--- src/rtl/replay_ctrl.sv ---
// replay_ctrl: sequencing controller for the link-layer TLP replay buffer.
// Tracks NEXT_TRANSMIT_SEQ / ACKD_SEQ, processes ACK/NAK DLLPs, runs the
// replay timer and REPLAY_NUM rollover, and drives purge / replay-read
// commands to the buffer.
// Optional build macro REPLAY_STATS_EN adds replay_cnt / timeout_cnt counters.
module replay_ctrl #(
  parameter int SEQ_W           = 12,
  parameter int TIMER_W         = 16,
  parameter int REPLAY_TIMEOUT  = 1024,
  parameter int MAX_OUTSTANDING = 2048
) (
  input  logic             clk,
  input  logic             rst,
  input  logic             tlp_sent,
  input  logic             dllp_valid,
  input  logic             dllp_nak,
  input  logic [SEQ_W-1:0] dllp_seq,
  input  logic             retrain_done,
  input  logic             buf_rd_ack,
  output logic [SEQ_W-1:0] tx_seq,
  output logic             tx_block,
  output logic             buf_purge,
  output logic [SEQ_W-1:0] buf_purge_seq,
  output logic             buf_rd_req,
  output logic [SEQ_W-1:0] buf_rd_seq,
  output logic             retrain_req,
  output logic             dllp_err
`ifdef REPLAY_STATS_EN
  ,
  output logic [15:0]      replay_cnt,
  output logic [15:0]      timeout_cnt
`endif
);

  typedef enum logic [1:0] {IDLE, REPLAY, WAIT_RETRAIN} state_t;

  state_t             state, state_nxt;
  logic [SEQ_W-1:0]   nts, as_q, rp, rp_nxt;
  logic [TIMER_W-1:0] timer, timer_nxt;
  logic [1:0]         replay_num, rnum_nxt, rnum_eff;
  logic               retrain_nxt;

  logic [SEQ_W-1:0]   outstanding, d, as_nxt, nts_nxt, out_after, rp_off;
  logic               in_win, adv, nak_ok, tlp_ok, timer_exp, trig;

  // Window arithmetic, all modulo 2^SEQ_W
  always_comb begin
    outstanding = nts - as_q - 1'b1;
    d           = dllp_seq - as_q;
    in_win      = (d <= outstanding);
    adv         = dllp_valid & in_win & (d != '0);
    nak_ok      = dllp_valid & dllp_nak & in_win;
    as_nxt      = adv ? dllp_seq : as_q;
    tlp_ok      = tlp_sent & ~tx_block;
    nts_nxt     = nts + {{(SEQ_W-1){1'b0}}, tlp_ok};
    out_after   = nts_nxt - as_nxt - 1'b1;
    rp_off      = rp - as_q - 1'b1;
    rnum_eff    = adv ? 2'd0 : replay_num;
    timer_exp   = (state == IDLE) & (outstanding != '0) &
                  (timer == TIMER_W'(REPLAY_TIMEOUT - 1));
    // A forward-progress ACK restarts the timer, so it cancels a coincident expiry;
    // a NAK and an expiry in the same cycle merge into one replay.
    trig        = (state == IDLE) & (out_after != '0) &
                  (nak_ok | (timer_exp & ~(adv & ~dllp_nak)));
  end

  assign tx_seq     = nts;
  assign tx_block   = (state != IDLE) | (outstanding == SEQ_W'(MAX_OUTSTANDING));
  assign buf_rd_req = (state == REPLAY);
  assign buf_rd_seq = (state == REPLAY) ? rp : '0;

  // Next-state, replay pointer, REPLAY_NUM and timer
  always_comb begin
    state_nxt   = state;
    rp_nxt      = rp;
    rnum_nxt    = rnum_eff;
    retrain_nxt = 1'b0;
    timer_nxt   = '0;
    case (state)
      IDLE: begin
        if (trig) begin
          if (rnum_eff == 2'd3) begin
            rnum_nxt    = 2'd0;
            retrain_nxt = 1'b1;
            state_nxt   = WAIT_RETRAIN;
          end else begin
            rnum_nxt  = rnum_eff + 2'd1;
            rp_nxt    = as_nxt + 1'b1;
            state_nxt = REPLAY;
          end
        end else if (outstanding != '0 && !adv && out_after != '0) begin
          timer_nxt = timer + 1'b1;
        end
      end
      WAIT_RETRAIN: begin
        if (retrain_done) begin
          if (out_after == '0) begin
            state_nxt = IDLE;
          end else begin
            rp_nxt    = as_nxt + 1'b1;
            state_nxt = REPLAY;
          end
        end
      end
      REPLAY: begin
        if (out_after == '0) begin
          state_nxt = IDLE;
        end else if (adv && d > rp_off) begin
          // AS overtook the replay pointer: skip what is already acked
          rp_nxt = dllp_seq + 1'b1;
        end else if (buf_rd_ack) begin
          if (rp == nts - 1'b1) state_nxt = IDLE;
          else                  rp_nxt    = rp + 1'b1;
        end
      end
      default: state_nxt = IDLE;
    endcase
  end

  // Sequencer state and registered pulse outputs
  always_ff @(posedge clk) begin
    if (rst) begin
      state         <= IDLE;
      nts           <= '0;
      as_q          <= '1;
      rp            <= '0;
      timer         <= '0;
      replay_num    <= 2'd0;
      buf_purge     <= 1'b0;
      buf_purge_seq <= '0;
      retrain_req   <= 1'b0;
      dllp_err      <= 1'b0;
    end else begin
      state       <= state_nxt;
      nts         <= nts_nxt;
      as_q        <= as_nxt;
      rp          <= rp_nxt;
      timer       <= timer_nxt;
      replay_num  <= rnum_nxt;
      buf_purge   <= adv;
      if (adv) buf_purge_seq <= dllp_seq;
      retrain_req <= retrain_nxt;
      dllp_err    <= dllp_valid & ~in_win;
    end
  end

`ifdef REPLAY_STATS_EN
  // Saturating replay / timeout statistics
  always_ff @(posedge clk) begin
    if (rst) begin
      replay_cnt  <= '0;
      timeout_cnt <= '0;
    end else begin
      if (trig && replay_cnt != 16'hFFFF)               replay_cnt  <= replay_cnt + 16'd1;
      if (trig && timer_exp && timeout_cnt != 16'hFFFF) timeout_cnt <= timeout_cnt + 16'd1;
    end
  end
`endif

endmodule

--- config.mk ---
export PLATFORM = sky130hd
export DESIGN_NAME = replay_ctrl
export DESIGN_NICKNAME = d
export VERILOG_FILES = /design/src/rtl/replay_ctrl.sv
export SDC_FILE = /design/constraint.sdc
export NUM_CORES = 1
export LEC_CHECK = 0
export BUFFER_PORTS_ARGS = -buffer_cell sky130_fd_sc_hd__buf_2
export CORE_MARGIN = 4
export CORE_UTILIZATION = 55
export CTS_BUF_LIST = sky130_fd_sc_hd__clkbuf_16
export DETAILED_ROUTE_END_ITERATION = 6
export PLACE_DENSITY = 0.81
export SLEW_MARGIN = 20
export SYNTH_ARGS = -nofsm -noshare
export SYNTH_HDL_FRONTEND = slang
export SYNTH_SLANG_ARGS = --single-unit
--- constraint.sdc ---
create_clock -name clk -period 8.35 [get_ports clk]
set_input_delay 0.835 -clock clk [delete_from_list [all_inputs] [get_ports clk]]
set_output_delay 0.835 -clock clk [all_outputs]
set_load 0.03 [all_outputs]
== Yosys cells after proc, flatten, opt, wreduce, memory -nomap -nowiden ==
Index checks and enable logic that the tools add are counted.

* Flip-flop bits (word level): 71

* $add $sub $neg: 14
* Order comparisons: 2
* Equality and inequality tests: 16
* Multiplexer cells: 25
* Bitwise logic cells: 21
* Reductions and logical operators: 15

{| class="wikitable"
|+ Operator list
! operator !! number
|-
| 2-to-1 mux 12 bit || 10
|-
| subtractor 12 x 1 -> 12 bit, second input constant || 4
|-
| subtractor 12 bit || 4
|-
| adder 12 x 1 -> 12 bit, second input constant || 3
|-
| one-hot mux 12 bit (3 select lines) || 1
|-
| nonzero test 12 bit || 3
|-
| 2-to-1 mux 2 bit || 11
|-
| adder 16 x 1 -> 16 bit, second input constant || 1
|-
| equality test 16 x 10 -> 1 bit, second input constant || 1
|-
| adder 12 x 1 -> 12 bit || 1
|-
| AND 1 bit || 12
|-
| equality test 12 bit || 1
|-
| equality test 12 bit, second input constant || 1
|-
| greater-than comparator 12 bit || 1
|-
| <= comparator 12 bit || 1
|-
| logical NOT 12 bit || 1
|-
| != test 2 bit, second input constant || 5
|-
| AND reduction 8 bit || 1
|-
| NOT 1 bit || 7
|-
| != test 3 x 2 -> 1 bit, second input constant || 2
|-
| != test 3 bit, second input constant || 2
|-
| one-hot mux 2 bit (3 select lines) || 1
|-
| AND reduction 5 bit || 1
|-
| equality test 2 bit, second input constant || 2
|-
| 12 further kinds || 16
|}

== Logic depth before layout (Yosys ltp) ==
* Depth after elaboration: 14
* Depth in mapped cells: 33
* Gate-level depth less buffers: 31

== Worst setup path after synthesis ==
OpenSTA, ideal clock, no wires.

* Path type: input port to flip-flop
* Start: in dllp_seq[0]
* End: reg rp[6]
* Setup time: 0.103 ns
* Arrival: 7.257 ns
* Setup slack: 0.990 ns
* Stages: 30
* Buffers on the path: 1
* Path through: inv_1 -> ha_1 -> fa_1 -> and2b_1 -> o2111ai_1 -> a21bo_1 -> a211o_1 -> ha_1 -> a21o_1 -> a21o_1 -> a21oi_1 -> and3_1 -> a22oi_1 -> a31oi_4 -> clkbuf_1 -> nand2_1 -> a21boi_0 -> ha_1 -> o21a_1 -> or2_1 -> and3_1 -> a221o_1 -> xor2_1 -> nor4_1 -> nand2_1 -> mux2i_2 -> a211oi_2 -> o21ai_2 -> nor2_1 -> a2111oi_2

* Longest elaborated chain between the ends: 12
* Elaborated cells between the ends (all ways): 37

{| class="wikitable"
|+ Ends and longest elaborated chain
! element !! RTL line !! text
|-
| start, declared || 17 || <nowiki>input logic [SEQ_W-1:0] dllp_seq,</nowiki>
|-
| subtractor 12 bit || 49 || <nowiki>d = dllp_seq - as_q;</nowiki>
|-
| <= comparator 12 bit || 50 || <nowiki>in_win = (d <= outstanding);</nowiki>
|-
| AND 1 bit (2 in series) || 51 || <nowiki>adv = dllp_valid & in_win & (d != '0);</nowiki>
|-
| 2-to-1 mux 12 bit || 53 || <nowiki>as_nxt = adv ? dllp_seq : as_q;</nowiki>
|-
| subtractor 12 bit || 56 || <nowiki>out_after = nts_nxt - as_nxt - 1'b1;</nowiki>
|-
| subtractor 12 x 1 -> 12 bit || 56 ||
|-
| nonzero test 12 bit || 63 || <nowiki>trig = (state == IDLE) & (out_after != '0) &</nowiki>
|-
| AND 1 bit (2 in series) || 63 ||
|-
| != test 2 bit (no line) || n/a ||
|-
| AND reduction 8 bit (no line) || n/a ||
|-
| end signal, assigned || 137 || <nowiki>rp <= rp_nxt;</nowiki>
|-
| end, declared || 38 || <nowiki>logic [SEQ_W-1:0] nts, as_q, rp, rp_nxt;</nowiki>
|}

Parallel ways exist; a longest one is shown, timed or not. The select of a mux whose other input is x is not followed.
A chain may end at the register's enable or synchronous reset.

== Final worst setup path ==
* Start: reg as_q[0]
* End: reg rp[3]

* Longest elaborated chain between the ends: 14
* Elaborated cells between the ends (all ways): 48

{| class="wikitable"
|+ Ends and longest elaborated chain
! element !! RTL line !! text
|-
| start, declared || 38 ||
|-
| start signal, assigned || 136 || <nowiki>as_q <= as_nxt;</nowiki>
|-
| subtractor 12 bit || 48 || <nowiki>outstanding = nts - as_q - 1'b1;</nowiki>
|-
| subtractor 12 x 1 -> 12 bit || 48 ||
|-
| equality test 12 bit || 68 || <nowiki>assign tx_block = (state != IDLE) | (outstanding == SEQ_W'(MAX_OUTSTANDING));</nowiki>
|-
| OR 1 bit || 68 ||
|-
| NOT 1 bit || 54 || <nowiki>tlp_ok = tlp_sent & ~tx_block;</nowiki>
|-
| AND 1 bit || 54 ||
|-
| adder 12 x 1 -> 12 bit || 55 || <nowiki>nts_nxt = nts + {{(SEQ_W-1){1'b0}}, tlp_ok};</nowiki>
|-
| subtractor 12 bit || 56 ||
|-
| subtractor 12 x 1 -> 12 bit || 56 ||
|-
| nonzero test 12 bit || 63 ||
|-
| AND 1 bit (2 in series) || 63 ||
|-
| != test 2 bit (no line) || n/a ||
|-
| AND reduction 8 bit (no line) || n/a ||
|}

Parallel ways exist; a longest one is shown, timed or not. The select of a mux whose other input is x is not followed.

==> results.json <==
{
  "p_int_w": 0.00173,
  "routed-via-count": 6333,
  "layoutNonFillerInstCount": 1013,
  "crit_type": "flip-flop to flip-flop",
  "netlist-cell-type-count": 86,
  "critPathMaxFanout": 11,
  "yosysSeqAreaShare_pct": 21.6,
  "worstHoldPathType": "flip-flop to flip-flop",
  "min-delay-start": "buf_purge_seq[10]",
  "fin_worst_skew_ns": 0.00548,
  "place.detailed.hpwl_mm": 15.0,
  "root_buffer": "sky130_fd_sc_hd__clkbuf_16",
  "number_of_max_slew_violations_in_the_final_report": 0,
  "finalCritPeriodShare_pct": 94.0,
  "htree_num_levels": 3,
  "result_of_the_run": "finished, final reports clean",
  "synth-async-reset-ratio_pct": 0,
  "initial_core_utilization_pct": 57.0,
  "hold_end": "buf_purge_seq[10]",
  "grt_pass1_wl_mm": 30.3,
  "route.antenna.remaining_nets": 0,
  "regToRegSetupSlack_ns": 0.50,
  "syn-cell-area_sq_um": 6590,
  "drt_iter0_drc": 577,
  "worst_r2r_startpoint": "as_q[0]",
  "routedWlPerCell_microns": 19.1,
  "switching_power_w": 0.00180,
  "floorplan.die_area_sq_um": 13800,
  "setup_viol_count_final": 0,
  "die_y_microns": 117,
  "share_of_layout_cells_above_drive_strength_1_pct": 13.8,
  "register_clock_pin_slew_on_the_reported_worst_setup_and_hold_paths_ns": 0.06,
  "firstDrtPassIters": 5,
  "worst_setup_path_end_kind": "flip-flop",
  "syn-num-nets": 904,
  "groute.usage.overall_pct": 27.2,
  "insertedDiodeCount": 0,
  "power_frac_comb_pct": 72.8,
  "final_cell_mix": "74 x sky130_fd_sc_hd__ha_1, 71 x sky130_fd_sc_hd__dfxtp_1, 60 x sky130_fd_sc_hd__nor2_1",
  "ir_drop_uv": 256,
  "synth_edf_count": 0,
  "synth_seq_cells": 71,
  "cpMaxStageDelayCell": "sky130_fd_sc_hd__a2111oi_1",
  "share_seq_of_total_power_pct": 15.7,
  "top_usage_layer": "met2",
  "leakage_nw": 3.31,
  "timing.rr.end": "rp[3]",
  "worst_hold_path.num_cells": 2,
  "gr-usage-met3_pct": 4.52,
  "postRouteWirelength_mm": 19.4,
  "max-slew-margin-rel_pct": 35.0,
  "placed_cells": 992,
  "cts_inserted_buffers": 9,
  "critPathMaxStageDelay_ns": 0.53,
  "finalCriticalPeriod_ns": 7.85,
  "via_count_of_the_first_global_routing_pass": 5897,
  "utilization_pct": 64.0,
  "port_buffers": 59,
  "place_congestion": 0.997,
  "ff2ff_path_depth": 31,
  "drv_cap": 0,
  "powerDensity_nw_per_um2": 477,
  "post-route-drc-count": 0,
  "maximum_number_of_pins_on_one_net_before_global_route_repair": 58,
  "ys.flop_type": "sky130_fd_sc_hd__dfxtp_1",
  "layout-area-overhead-vs-synth_pct": 12.3,
  "numClockSinks": 71,
  "worst_skew_pair.late_latency_ns": 0.34,
  "cts.path.max_buffers": 2,
  "finish.net_count": 963,
  "total_congestion_overflow_after_global_routing": 0,
  "viasPerCell": 6.25,
  "yosys_warnings": 0,
  "fmax_mhz": 127,
  "std_cell_rows": 39,
  "timing_worst_slew_pin_value_ns": 0.975,
  "globalRouteMet2Util_pct": 44.8,
  "power_switching_share_pct": 50.9,
  "tritoncts": "built",
  "pwr-share-clk_pct": 11.5,
  "cp-start-kind": "flip-flop",
  "hold_viol_final": 0,
  "worstPathRequired_ns": 8.51,
  "number_of_antenna_violations_at_the_first_check_in_global_routing": 0,
  "grtUsageMet1_pct": 34.3,
  "most_common_cell_after_layout_fill_and_taps_aside": "sky130_fd_sc_hd__ha_1",
  "core_area_sq_um": 11600,
  "ioPinCount": 60,
  "die_width_microns": 117,
  "worstPathArrival_ns": 8.02,
  "synthCells": 807,
  "synth.avg_cell_area_sq_um": 8.16
}
## through the flow
step	instance area (sq um)	setup WS, ns	hold WS, ns	power, W	TNS (ns)
2_1_floorplan	6590	0.990	0.426	0.00244	0
6_report	7400	0.497	0.450	0.00353	0
4_1_cts	7330	0.0795	0.453	0.00343	0
5_1_grt	7400	-0.0188	0.477	0.00381	-0.0298
3_5_place_dp	7020	0.0704	0.445	0.00301	0
3_3_place_gp	7020	0.255	0.438	0.00297	0
## final cells by class
| type | count | area (sq um) |
|---|---|---|
| well taps | 143 | 179 |
| clock inverters | 6 | 85.1 |
| fillers | 1008 | 4170 |
| multi-input cells | 672 | 4930 |
| repair buffers | 75 | 415 |
| clock buffers | 9 | 225 |
| inverters | 37 | 139 |
| flip-flops and latches | 71 | 1420 |
## worst max-delay path by stage
stage | depth (start not counted) | start | end
after floorplan | 30 | dllp_seq[0] | rp[6]
after CTS | 28 | as_q[1] | rp[6]
after global routing | 29 | as_q[1] | rp[3]
after global placement | 29 | dllp_seq[0] | rp[6]
after detailed placement | 29 | dllp_seq[0] | rp[6]
final | 31 | as_q[0] | rp[3]
## flip-flops by register name (all words and copies together) (netlist names)
signal,count
as_q,12
buf_purge,1
buf_purge_seq,12
dllp_err,1
replay_num,2
retrain_req,1
rp,12
state,2
timer,16
tx_seq,12
## cell families (layout without fill, tap and decap cells)
family,Yosys count,count (layout),share of synthesized area (%)
multiplexers,9,9,1.44
buffers and inverters,64,127,3.93
AND/OR/NAND/NOR,311,311,25.7
adder cells (fa/ha/maj),78,78,15.3
flip-flops,71,71,21.6
AO/OA/AOI/OAI,204,204,22.8
XOR/XNOR,70,70,9.31
## critical path: cells and delay by family, from the launching register on
family | cells | cell delay (ns)
XOR/XNOR | 1 | 0.10
AO/OA/AOI/OAI | 15 | 3.52
flip-flops | 1 | 0.37
AND/OR/NAND/NOR | 6 | 1.19
buffers and inverters | 2 | 0.28
multiplexers | 2 | 0.55
adder cells (fa/ha/maj) | 5 | 1.66
## power by group through the flow
stage | logic, W | registers, W | clock network [W]
final | 0.00257 | 0.000555 | 0.000404
after global routing | 0.00282 | 0.000560 | 0.000425
after CTS | 0.00247 | 0.000548 | 0.000408
after detailed placement | 0.00245 | 0.000555 | 0
after global placement | 0.00241 | 0.000552 | 0
after floorplan | 0.00189 | 0.000549 | 0
## cell usage after synthesis, types with 20 or more instances
master	count	area share, %
sky130_fd_sc_hd__xnor2_1	42	5.6
sky130_fd_sc_hd__ha_1	74	14
sky130_fd_sc_hd__nor3_1	20	1.5
sky130_fd_sc_hd__xor2_1	28	3.7
sky130_fd_sc_hd__o21ai_0	25	1.9
sky130_fd_sc_hd__nor2_1	60	3.4
sky130_fd_sc_hd__dfxtp_1	71	22
sky130_fd_sc_hd__nand2_1	57	3.2
sky130_fd_sc_hd__nand2b_1	23	2.2
sky130_fd_sc_hd__a21oi_1	53	4.0
sky130_fd_sc_hd__inv_1	36	2.1
sky130_fd_sc_hd__clkbuf_1	21	1.2
sky130_fd_sc_hd__nand3_1	30	2.3
## metal layers
metal,routed length [microns],vias up
met2,9060,233
met5,0,-
li1,-,3068
met4,942,0
met1,7950,2970
met3,1450,62
## repair_timing
item / CTS / global route
gates resized for setup: 0 / 5
hold buffers: 0 / 0
buffers inserted: 0 / 6
setup endpoints to repair: 0 / 14
Power figures use the tool's default switching activity.
